File: config.mk
export PLATFORM = sky130hd
export DESIGN_NAME = gpu_ram_arb_flat
export DESIGN_NICKNAME = d
export VERILOG_FILES = /design/src/rtl/gpu_ram_pkg.sv /design/src/rtl/gpu_ram_arb_if.sv /design/src/rtl/gpu_ram_starve_ctr.sv /design/src/rtl/gpu_ram_arb.sv /design/src/flat_wrapper.sv
export SDC_FILE = /design/constraint.sdc
export NUM_CORES = 1
export LEC_CHECK = 0
export CORE_AREA = 2 2 111 86
export CTS_CLUSTER_DIAMETER = 80
export DETAILED_ROUTE_END_ITERATION = 12
export DIE_AREA = 0 0 113 88
export GPL_ROUTABILITY_DRIVEN = 0
export PLACE_DENSITY = 0.85
export SETUP_SLACK_MARGIN = 0.15
export SLEW_MARGIN = 20
export SYNTH_ARGS = -nofsm -noshare
export SYNTH_HDL_FRONTEND = slang
export SYNTH_SLANG_ARGS = --single-unit
File: constraint.sdc
create_clock -name sys_clk -period 2.6 [get_ports sys_clk]
set_input_delay 0.52 -clock sys_clk [delete_from_list [all_inputs] [get_ports sys_clk]]
set_output_delay 0.52 -clock sys_clk [all_outputs]
set_load 0.02 [all_outputs]
File: src/rtl/gpu_ram_pkg.sv
// Shared types and constants for the GPU local RAM arbiter.
package gpu_ram_pkg;

  localparam int unsigned DEF_ADDR_W = 10;
  localparam int unsigned DEF_DATA_W = 32;

  localparam logic [1:0] REQ_EXT = 2'd0;
  localparam logic [1:0] REQ_LS  = 2'd1;
  localparam logic [1:0] REQ_PF  = 2'd2;

  typedef enum logic [0:0] {
    IDLE,
    PAIR2
  } arb_state_e;

  // Owner of the read issued last cycle, if any.
  typedef struct packed {
    logic       valid;
    logic [1:0] owner;
  } rv_tag_t;

endpackage

File: src/rtl/gpu_ram_arb_if.sv
// Requester and RAM-side signals of the GPU local RAM arbiter.
interface gpu_ram_arb_if #(
  parameter int unsigned ADDR_W = gpu_ram_pkg::DEF_ADDR_W,
  parameter int unsigned DATA_W = gpu_ram_pkg::DEF_DATA_W
);

  logic              ext_req;
  logic              ext_we;
  logic              ext_pair;
  logic [ADDR_W-1:0] ext_addr;
  logic [DATA_W-1:0] ext_wdata;
  logic              ext_gnt;
  logic              ext_rvalid;

  logic              ls_req;
  logic              ls_we;
  logic [ADDR_W-1:0] ls_addr;
  logic [DATA_W-1:0] ls_wdata;
  logic              ls_gnt;
  logic              ls_rvalid;

  logic              pf_req;
  logic [ADDR_W-1:0] pf_addr;
  logic              pf_gnt;
  logic              pf_rvalid;

  logic [DATA_W-1:0] rdata;

  logic              ram_en;
  logic              ram_we;
  logic [ADDR_W-1:0] ram_addr;
  logic [DATA_W-1:0] ram_wdata;
  logic [DATA_W-1:0] ram_rdata;

  // Requesters plus the RAM array.
  modport master (
    output ext_req, ext_we, ext_pair, ext_addr, ext_wdata,
    output ls_req, ls_we, ls_addr, ls_wdata,
    output pf_req, pf_addr,
    output ram_rdata,
    input  ext_gnt, ext_rvalid, ls_gnt, ls_rvalid, pf_gnt, pf_rvalid, rdata,
    input  ram_en, ram_we, ram_addr, ram_wdata
  );

  // The arbiter.
  modport slave (
    input  ext_req, ext_we, ext_pair, ext_addr, ext_wdata,
    input  ls_req, ls_we, ls_addr, ls_wdata,
    input  pf_req, pf_addr,
    input  ram_rdata,
    output ext_gnt, ext_rvalid, ls_gnt, ls_rvalid, pf_gnt, pf_rvalid, rdata,
    output ram_en, ram_we, ram_addr, ram_wdata
  );

endinterface

File: src/rtl/gpu_ram_starve_ctr.sv
// Saturating denial counter; promote is high once a requester has waited STARVE_MAX cycles.
module gpu_ram_starve_ctr #(
  parameter int unsigned STARVE_MAX = 8
) (
  input  logic sys_clk,
  input  logic reset,
  input  logic req,
  input  logic gnt,
  output logic promote
);

  localparam logic [7:0] MAX_CNT = 8'(STARVE_MAX);

  logic [7:0] cnt_q, cnt_d;

  always_comb begin
    cnt_d = cnt_q;
    if (!req || gnt) begin
      cnt_d = '0;
    end else if (cnt_q != MAX_CNT) begin
      cnt_d = cnt_q + 8'd1;
    end
  end

  always_ff @(posedge sys_clk) begin
    if (reset) begin
      cnt_q <= '0;
    end else begin
      cnt_q <= cnt_d;
    end
  end

  assign promote = (cnt_q == MAX_CNT);

endmodule

File: src/rtl/gpu_ram_arb.sv
// Single-port GPU RAM arbiter: ext > ls > pf with starvation promotion and two-word ext phrases.
module gpu_ram_arb
  import gpu_ram_pkg::*;
#(
  parameter int unsigned ADDR_W     = DEF_ADDR_W,
  parameter int unsigned DATA_W     = DEF_DATA_W,
  parameter int unsigned STARVE_MAX = 8
) (
  input  logic           sys_clk,
  input  logic           reset,
  gpu_ram_arb_if.slave   bus
);

  arb_state_e        state_q, state_d;
  logic [ADDR_W-1:0] base_q, base_d;
  logic              pair_we_q, pair_we_d;
  rv_tag_t           rv_q, rv_d;

  logic              ls_promote, pf_promote;
  logic              ext_gnt, ls_gnt, pf_gnt;
  logic              we_c;
  logic [ADDR_W-1:0] addr_c;
  logic [DATA_W-1:0] wdata_c;
  logic [1:0]        owner_c;

  gpu_ram_starve_ctr #(
    .STARVE_MAX(STARVE_MAX)
  ) u_ls_ctr (
    .sys_clk(sys_clk),
    .reset  (reset),
    .req    (bus.ls_req),
    .gnt    (ls_gnt),
    .promote(ls_promote)
  );

  gpu_ram_starve_ctr #(
    .STARVE_MAX(STARVE_MAX)
  ) u_pf_ctr (
    .sys_clk(sys_clk),
    .reset  (reset),
    .req    (bus.pf_req),
    .gnt    (pf_gnt),
    .promote(pf_promote)
  );

  always_comb begin
    state_d   = state_q;
    base_d    = base_q;
    pair_we_d = pair_we_q;
    ext_gnt   = 1'b0;
    ls_gnt    = 1'b0;
    pf_gnt    = 1'b0;
    we_c      = 1'b0;
    addr_c    = '0;
    wdata_c   = '0;
    owner_c   = REQ_EXT;
    if (!reset) begin
      unique case (state_q)
        IDLE: begin
          if (bus.ls_req && (ls_promote || !bus.ext_req) &&
              !(bus.pf_req && pf_promote && !ls_promote)) begin
            ls_gnt  = 1'b1;
            we_c    = bus.ls_we;
            addr_c  = bus.ls_addr;
            wdata_c = bus.ls_wdata;
            owner_c = REQ_LS;
          end else if (bus.pf_req && (pf_promote || !bus.ext_req)) begin
            pf_gnt  = 1'b1;
            addr_c  = bus.pf_addr;
            owner_c = REQ_PF;
          end else if (bus.ext_req) begin
            ext_gnt = 1'b1;
            we_c    = bus.ext_we;
            addr_c  = bus.ext_addr;
            wdata_c = bus.ext_wdata;
            // Odd base addresses fall back to a single access.
            if (bus.ext_pair && !bus.ext_addr[0]) begin
              state_d   = PAIR2;
              base_d    = bus.ext_addr;
              pair_we_d = bus.ext_we;
            end
          end
        end
        PAIR2: begin
          // Second phrase word is unconditional and cannot be pre-empted.
          ext_gnt = 1'b1;
          we_c    = pair_we_q;
          addr_c  = base_q + ADDR_W'(1);
          wdata_c = bus.ext_wdata;
          state_d = IDLE;
        end
        default: state_d = IDLE;
      endcase
    end
  end

  always_comb begin
    rv_d       = '0;
    rv_d.valid = (ext_gnt || ls_gnt || pf_gnt) && !we_c;
    rv_d.owner = owner_c;
  end

  always_ff @(posedge sys_clk) begin
    if (reset) begin
      state_q   <= IDLE;
      base_q    <= '0;
      pair_we_q <= 1'b0;
      rv_q      <= '0;
    end else begin
      state_q   <= state_d;
      base_q    <= base_d;
      pair_we_q <= pair_we_d;
      rv_q      <= rv_d;
    end
  end

  assign bus.ext_gnt    = ext_gnt;
  assign bus.ls_gnt     = ls_gnt;
  assign bus.pf_gnt     = pf_gnt;
  assign bus.ram_en     = ext_gnt || ls_gnt || pf_gnt;
  assign bus.ram_we     = we_c;
  assign bus.ram_addr   = addr_c;
  assign bus.ram_wdata  = wdata_c;
  assign bus.rdata      = bus.ram_rdata;
  assign bus.ext_rvalid = !reset && rv_q.valid && (rv_q.owner == REQ_EXT);
  assign bus.ls_rvalid  = !reset && rv_q.valid && (rv_q.owner == REQ_LS);
  assign bus.pf_rvalid  = !reset && rv_q.valid && (rv_q.owner == REQ_PF);

endmodule

File: src/flat_wrapper.sv
// flat-port wrapper written by rule: the top's interface ports become plain ports
module gpu_ram_arb_flat import gpu_ram_pkg::*;
#(
  parameter int unsigned ADDR_W     = DEF_ADDR_W,
  parameter int unsigned DATA_W     = DEF_DATA_W,
  parameter int unsigned STARVE_MAX = 8
)
  (sys_clk, reset, bus_ext_req, bus_ext_we, bus_ext_pair, bus_ext_addr, bus_ext_wdata, bus_ls_req, bus_ls_we, bus_ls_addr, bus_ls_wdata, bus_pf_req, bus_pf_addr, bus_ram_rdata, bus_ext_gnt, bus_ext_rvalid, bus_ls_gnt, bus_ls_rvalid, bus_pf_gnt, bus_pf_rvalid, bus_rdata, bus_ram_en, bus_ram_we, bus_ram_addr, bus_ram_wdata);
  gpu_ram_arb_if #(.ADDR_W(ADDR_W), .DATA_W(DATA_W)) bus_i ();
  input  logic sys_clk;
  input  logic reset;
  input wire logic [$bits(bus_i.ext_req)-1:0] bus_ext_req;
  input wire logic [$bits(bus_i.ext_we)-1:0] bus_ext_we;
  input wire logic [$bits(bus_i.ext_pair)-1:0] bus_ext_pair;
  input wire logic [$bits(bus_i.ext_addr)-1:0] bus_ext_addr;
  input wire logic [$bits(bus_i.ext_wdata)-1:0] bus_ext_wdata;
  input wire logic [$bits(bus_i.ls_req)-1:0] bus_ls_req;
  input wire logic [$bits(bus_i.ls_we)-1:0] bus_ls_we;
  input wire logic [$bits(bus_i.ls_addr)-1:0] bus_ls_addr;
  input wire logic [$bits(bus_i.ls_wdata)-1:0] bus_ls_wdata;
  input wire logic [$bits(bus_i.pf_req)-1:0] bus_pf_req;
  input wire logic [$bits(bus_i.pf_addr)-1:0] bus_pf_addr;
  input wire logic [$bits(bus_i.ram_rdata)-1:0] bus_ram_rdata;
  output wire logic [$bits(bus_i.ext_gnt)-1:0] bus_ext_gnt;
  output wire logic [$bits(bus_i.ext_rvalid)-1:0] bus_ext_rvalid;
  output wire logic [$bits(bus_i.ls_gnt)-1:0] bus_ls_gnt;
  output wire logic [$bits(bus_i.ls_rvalid)-1:0] bus_ls_rvalid;
  output wire logic [$bits(bus_i.pf_gnt)-1:0] bus_pf_gnt;
  output wire logic [$bits(bus_i.pf_rvalid)-1:0] bus_pf_rvalid;
  output wire logic [$bits(bus_i.rdata)-1:0] bus_rdata;
  output wire logic [$bits(bus_i.ram_en)-1:0] bus_ram_en;
  output wire logic [$bits(bus_i.ram_we)-1:0] bus_ram_we;
  output wire logic [$bits(bus_i.ram_addr)-1:0] bus_ram_addr;
  output wire logic [$bits(bus_i.ram_wdata)-1:0] bus_ram_wdata;
  assign bus_i.ext_req = bus_ext_req;
  assign bus_i.ext_we = bus_ext_we;
  assign bus_i.ext_pair = bus_ext_pair;
  assign bus_i.ext_addr = bus_ext_addr;
  assign bus_i.ext_wdata = bus_ext_wdata;
  assign bus_i.ls_req = bus_ls_req;
  assign bus_i.ls_we = bus_ls_we;
  assign bus_i.ls_addr = bus_ls_addr;
  assign bus_i.ls_wdata = bus_ls_wdata;
  assign bus_i.pf_req = bus_pf_req;
  assign bus_i.pf_addr = bus_pf_addr;
  assign bus_i.ram_rdata = bus_ram_rdata;
  assign bus_ext_gnt = bus_i.ext_gnt;
  assign bus_ext_rvalid = bus_i.ext_rvalid;
  assign bus_ls_gnt = bus_i.ls_gnt;
  assign bus_ls_rvalid = bus_i.ls_rvalid;
  assign bus_pf_gnt = bus_i.pf_gnt;
  assign bus_pf_rvalid = bus_i.pf_rvalid;
  assign bus_rdata = bus_i.rdata;
  assign bus_ram_en = bus_i.ram_en;
  assign bus_ram_we = bus_i.ram_we;
  assign bus_ram_addr = bus_i.ram_addr;
  assign bus_ram_wdata = bus_i.ram_wdata;
  gpu_ram_arb #(.ADDR_W(ADDR_W), .DATA_W(DATA_W), .STARVE_MAX(STARVE_MAX)) u_core (.sys_clk(sys_clk), .reset(reset), .bus(bus_i));
endmodule
==> results.md, run 1 <==
- Status: finished with violations
- Failing checks: design-rule violations, negative setup slack
- Grt ovf: 0
- Hold_ws: 0.528 ns
- Initial core utilization: 0.282
- Req. time, crit path: 2.08 ns
- Total Wirelength: 11000 µm
- Fraction of the mapped netlist area in compound gates: 0.235
- Crit-path max FO: 7
- Final WS setup: -0.319 ns
- Die X: 113 µm
- RSZ-0062 raised after global routing: yes
- Final Max Tran Viols: 0
- Critical Path Sink Type: output pin
- Top cells by area, synth: dfxtp_1 25%, a22o_1 11%, buf_4 9.9%, nor2_1 5.4%, mux2i_1 5.2%
- Pwr Density: 364 nW/µm²
- Synth warn: 0
- Clock transition at the registers of the reported paths: 0.06 ns
- Register bit count reported by yosys: 31
- Post-Synth Adder-Cell Area: 0.0251
- TritonCTS clock tree: yes
- Top-area cell type share of the netlist area: 0.249
- Worst setup SP type: flop
- TritonCTS buffer count: 5
- Mux contribution to synthesized area: 0.0522
- Fin Clk Skew: 0.00542 ns
- Cell Area, Synth: 2490 µm²
- Synth cell types: 53
- CP Cell Sequence: inv_2, ha_4, or4bb_4, o21ba_4, o211a_4, clkbuf_16, a22o_4, buf_6
- Fin nets: 610
- Slowest Stage Delay on Critical Path: 0.49 ns
- Biggest area consumer among synthesized cells: dfxtp_1
- Slew @ Worst Pin: 0.321 ns
- Worst hold path type: reg -> reg
- IO buf count: 151
- Clock sinks: 31
- Avg Inst Size Synth: 8.49 µm²
- Synth-to-Final Area Change: 110%
- Fillers: 734
- Post-DP HPWL: 7800 µm
- Die area: 9940 µm²
- FP Rows: 30
- Chip Height: 88 µm
- Synth async-reset ratio: 0
- Vias/cell: 5.07
- Leak Pwr: 2.17 nW
- Maximum clock insertion buffer count: 2
- Slowest-stage cell, CP: or4bb_4
- Largest family of logic cells by synthesized area: compound AO/OA/AOI/OAI gates
- Total iterations of the first detailed-routing run: 9
- Simple-gate share of the synthesized area: 0.205
- Initial antenna violation count: 0
- Post-synth net total: 433
- Ant. Diodes: 0
- Synth top cells by count: 36 x nor2_1, 33 x buf_4, 32 x a22o_1
- DRC: 15
- Arrival @ worst endpoint: 2.40 ns
- Layout cells sized above 1: 0.434
- Vias in the first global route: 3172
- Final setup vio count: 46
- CP delay by family, top: compound AO/OA/AOI/OAI gates
- Worst VDD drop: 219 µV
- Max Fclk: 343 MHz
- Most frequent cell after synthesis: nor2_1
- Core area: 8860 µm²
- Mapped Cells: 294
- Root buffer cell: clkbuf_16
- Primary FF master, synth: dfxtp_1
- Global-route wire length before repair: 16600 µm
- IO Count: 216
- Worst skew pair latency: 0.28 ns
- Largest net degree at the start of global routing: 30
- Routed via count: 2961
- Final core utilization: 0.591
- Synth Area in XOR/XNOR: 0.0772
- Share of the clock period used by the worst path: 1.12
- Initial DRC Count: 139
- Worst slew margin: 0.784
- Dpl cell area: 4580 µm²
- Setup CP Type: reg -> out
- Post-route cell area: 5240 µm²
- Antenna Nets Post-Route: 0
- Fin. Hold Viols: 0
- DR WL/cell: 18.8 µm
- Post-synthesis sequential area ratio: 0.249
- Buf/Inv on CP: 3
- MaxCap Viol Count: 0
- GRT Total Usage: 0.212
- H-Tree Level Count: 2
- Minimum clock period: 2.92 ns
- Post-synth EDFFs: 0
==> layer usage <==
layer  GRT usage  wire length (µm)  vias up
met1       0.257              4430     1425
met4      0.0565               190        0
met2       0.382              5440      129
li1            -                 -     1393
met3      0.0471               914       14
met5           0                 0        -
==> path summary, 6_finish.rpt <==
check        slack [ns]  cells after the start                      from                end
min reg2reg        0.53                      2          u_core.pair_we_q   u_core.pair_we_q
max               -0.32                      8  u_core.u_pf_ctr.cnt_q[0]  bus_ram_wdata[16]
min                0.53                      2          u_core.pair_we_q   u_core.pair_we_q
max reg2reg        0.27                      9  u_core.u_pf_ctr.cnt_q[0]     u_core.rv_q[2]
==> state kept, by name, summed over array words and instances (netlist names) <==
register and flops:
u_core.u_ls_ctr.cnt_q 8, u_core.u_pf_ctr.cnt_q 8, u_core.pair_we_q 1, u_core.rv_q 3, u_core.base_q 10, u_core.state_q 1
==> power by group <==
group / internal, mW / switching, mW / total, mW / leakage [nW]
combinational: 0.420 / 0.301 / 0.721 / 1.83
clock: 0.476 / 0.214 / 0.690 / 0.0868
sequential: 0.487 / 0.00961 / 0.496 / 0.252
total: 1.38 / 0.524 / 1.91 / 2.17
==> cell usage in the layout (no fill, tap or decap), drive strengths merged, types with 4 or more instances in the layout <==
cell type / synthesis / final
and3: 6 / 6
inv: 7 / 7
o21ai: 5 / 5
mux2i: 13 / 13
xor2: 9 / 9
nand3: 10 / 10
dfxtp: 31 / 31
a21oi: 8 / 8
clkdlybuf4s15: 0 / 4
nor3b: 7 / 7
nand2: 14 / 14
xnor2: 13 / 13
nor2: 37 / 39
a22o: 32 / 32
nor3: 5 / 5
clkbuf: 3 / 9
ha: 5 / 5
buf: 47 / 111
clkdlybuf4s50: 0 / 99
a221oi: 7 / 7
==> through the flow <==
step,cells,worst slack (ns),total power [mW],TNS [ns]
after detailed placement,553,-1.21,1.12,-52.85
after global routing,584,-0.364,1.97,-14.85
final,584,-0.319,1.91,-12.46
after floorplan,294,-0.00610,0.862,-0.0549
after global placement,553,-1.08,1.11,-48.70
after CTS,582,-0.371,1.89,-14.35
==> timing repair <==
item / CTS / global route
setup endpoints to repair: 51 / 50
cloned: 5 / 1
resized for setup: 296 / 42
hold endpoints to repair: 0 / 0
pin swaps: 15 / 8
buffers inserted: 16 / 1
hold buffers: 0 / 0
==> worst min-delay path, stage by stage (launching register included) <==
cell	delay, ns
dfxtp_1	0.34
mux2i_1	0.07
nor2_1	0.08
==> cells by family after synthesis <==
| logic type | after synthesis |
|---|---|
| buffers and inverters | 57 |
| AND/OR/NAND/NOR | 96 |
| multiplexers | 13 |
| flip-flops | 31 |
| XOR/XNOR | 22 |
| AO/OA/AOI/OAI | 70 |
| adder cells (fa/ha/maj) | 5 |
==> area by class of cell <==
cell class | count | area (µm²) | area share
Clock inverter | 2 | 35.0 | 0.00669
Sequential cell | 31 | 622 | 0.119
Tap cell | 112 | 140 | 0.0267
Multi-Input combinational cell | 209 | 2070 | 0.396
Inverter | 7 | 26.3 | 0.00502
Timing Repair Buffer | 217 | 2200 | 0.420
Clock buffer | 6 | 139 | 0.0265
Note: power is estimated with default switching activity, not from simulation.
==> run 2, diff against run 1 <==
Settings changed: GPL_ROUTABILITY_DRIVEN 0 to unset, HOLD_SLACK_MARGIN set to 0.06.
==> results of run 2 <==
No change in the layout: final DEF, timing and power equal those of run 1.
==> run 3, diff against run 2 <==
Settings changed: PLACE_DENSITY 0.85 to 0.76.
==> results.md, run 3 (synthesis gave the netlist of run 1 again) <==
- Status: finished with violations
- Failing checks: design-rule violations, negative setup slack
- Post-cts hold buffer count: 0
- Share of the clock period used by the worst path: 1.13
- CP Capture Point: bus_ram_wdata[7]
- IO buf count: 151
- Fillers: 746
- Seq pwr share: 0.276
- Worst slew margin: 0.642
- Final Max Tran Viols: 0
- Post-route cell area: 5230 µm²
- Ant. Diodes: 0
- Vias in the first global route: 3034
- Total internal power: 1.28 mW
- End of the worst register-to-register path: u_core.rv_q[2]
- H-Tree Level Count: 2
- Final core utilization: 0.591
- DRC: 14
- Commonest non-fill, non-tap cell in the layout: clkdlybuf4s50_1
- Core area: 8860 µm²
- Worst hold path type: reg -> reg
- Setup CP Type: reg -> out
- Final Power: 1.80 mW
- Fin cells: 593
- Total Wirelength: 10500 µm
- Setup slack, reg-to-reg: 0.31 ns
- Combinational Power Share: 0.400
- Final setup vio count: 46
- Global-route wire length before repair: 15900 µm
- Clock sinks: 31
- Slew @ Worst Pin: 0.536 ns
- Root buffer cell: clkbuf_16
- Worst VDD drop: 215 µV
- RSZ-0062 raised after global routing: yes
- Vias/cell: 5.02
- Maximum clock insertion buffer count: 2
- Layout cells sized above 1: 0.437
- RePlAce Congestion: 0.873
- Chip Height: 88 µm
- Dpl ws: -1.18 ns
- Arrival @ worst endpoint: 2.41 ns
- Slowest Stage Delay on Critical Path: 0.49 ns
- Clock transition at the registers of the reported paths: 0.05 ns
- Crit-path max FO: 6
- Final WS setup: -0.331 ns
- Most Frequent Cell on Critical Path: buf_6
- R2r worst-path depth: 9
- Total iterations of the first detailed-routing run: 9
- Max reg flops: 10
- Clock network power share: 0.323
- Crit path from: u_core.u_pf_ctr.cnt_q[0]
- Minimum clock period: 2.93 ns
- Fin. Hold Viols: 0
- Initial DRC Count: 155
- Max Fclk: 341 MHz
- Commonest non-fill, non-tap cells in the layout: 99 x clkdlybuf4s50_1, 58 x buf_6, 57 x buf_4
- Sw frac: 0.286
- Critical Path Sink Type: output pin
- Pwr Density: 343 nW/µm²
- CP delay by family, top: compound AO/OA/AOI/OAI gates
- Dpl cell area: 4590 µm²
- Grt ovf: 0
- Slowest-stage cell, CP: or4bb_4
- Fin Clk Skew: 0.00745 ns
- Placed Cells: 558
- IO Count: 216
- DR WL/cell: 17.7 µm
- Buf/Inv on CP: 4
- Fin nets: 620
- Req. time, crit path: 2.08 ns
- Worst setup SP type: flop
- Worst skew pair latency: 0.28 ns
- Largest Register: u_core.base_q
- Crit path depth: 10
- Die area: 9940 µm²
- CP Cell Sequence: inv_2, ha_4, or4bb_4, o21a_4, a21oi_4, buf_12, nor2_4, buf_6, a22o_4, buf_6
- Initial antenna violation count: 0
- Post-DP HPWL: 7440 µm
- FF-to-FF Start: u_core.u_pf_ctr.cnt_q[0]
- MaxCap Viol Count: 0
- TritonCTS buffer count: 5
- TritonCTS clock tree: yes
- Largest regs: u_core.base_q x10, u_core.u_ls_ctr.cnt_q x8, u_core.u_pf_ctr.cnt_q x8
- FP Rows: 30
- Synth-to-Final Area Change: 110%
- Die X: 113 µm
- Psw: 0.513 mW
- GRT Total Usage: 0.202
- Initial core utilization: 0.282
- Leak Pwr: 2.19 nW
- Largest net degree at the start of global routing: 25
- Routed via count: 2974
- Antenna Nets Post-Route: 0
-- run 3: layout make-up --
type	instances	area (µm²)	share of cell area
multi-input cells	209	2050	0.392
flip-flops and latches	31	623	0.119
clock buffers	6	139	0.0265
clock inverters	1	5.00	0.000957
well taps	112	140	0.0268
inverters	7	26.3	0.00502
repair buffers	227	2250	0.429
-- run 3: metal layers --
layer  global-route usage  part of all wire  routed length, µm  up-vias
li1                     -                 -                  -     1420
met1                0.258              0.43               4520     1418
met2                0.348              0.48               5020      124
met3               0.0450             0.079                831       12
met5                    0                 0                  0        -
met4               0.0532             0.011                115        0
-- run 3: worst min-delay path, stage by stage, from the launching register on --
cell and delay (ns):
dfxtp_1 0.33, mux2i_1 0.07, nor2_1 0.09
-- run 3: power by group through the flow --
| stage | clock network (mW) | logic [mW] | registers [mW] |
|---|---|---|---|
| after floorplan | 0 | 0.358 | 0.504 |
| after CTS | 0.580 | 0.697 | 0.496 |
| after global routing | 0.604 | 0.754 | 0.497 |
| after detailed placement | 0 | 0.617 | 0.505 |
| final | 0.581 | 0.719 | 0.496 |
| after global placement | 0 | 0.609 | 0.505 |
-- run 3: timing repair --
item | in CTS | in global routing
setup endpoints to repair | 52 | 49
buffers inserted | 20 | 2
pin swaps | 18 | 2
gates resized for setup | 312 | 21
gates cloned | 3 | 3
-- run 3: through the flow --
| stage | hold slack [ns] | setup TNS, ns |
|---|---|---|
| floorplan | 0.456 | -0.0549 |
| global placement | 0.476 | -49.01 |
| detailed placement | 0.494 | -52.49 |
| CTS | 0.505 | -12.95 |
| global route | 0.569 | -15.19 |
| finish | 0.525 | -13.25 |
-- run 3: worst min path at each step --
stage                        startpoint                       end  slack [ns]  cells after the start
2_1_floorplan  u_core.u_ls_ctr.cnt_q[1]  u_core.u_ls_ctr.cnt_q[1]        0.46                      2
3_3_place_gp           u_core.pair_we_q          u_core.pair_we_q        0.48                      2
3_5_place_dp           u_core.pair_we_q          u_core.pair_we_q        0.49                      2
4_1_cts                u_core.pair_we_q          u_core.pair_we_q        0.51                      2
5_1_grt                u_core.base_q[8]          u_core.base_q[8]        0.57                      2
6_report               u_core.pair_we_q          u_core.pair_we_q        0.53                      2
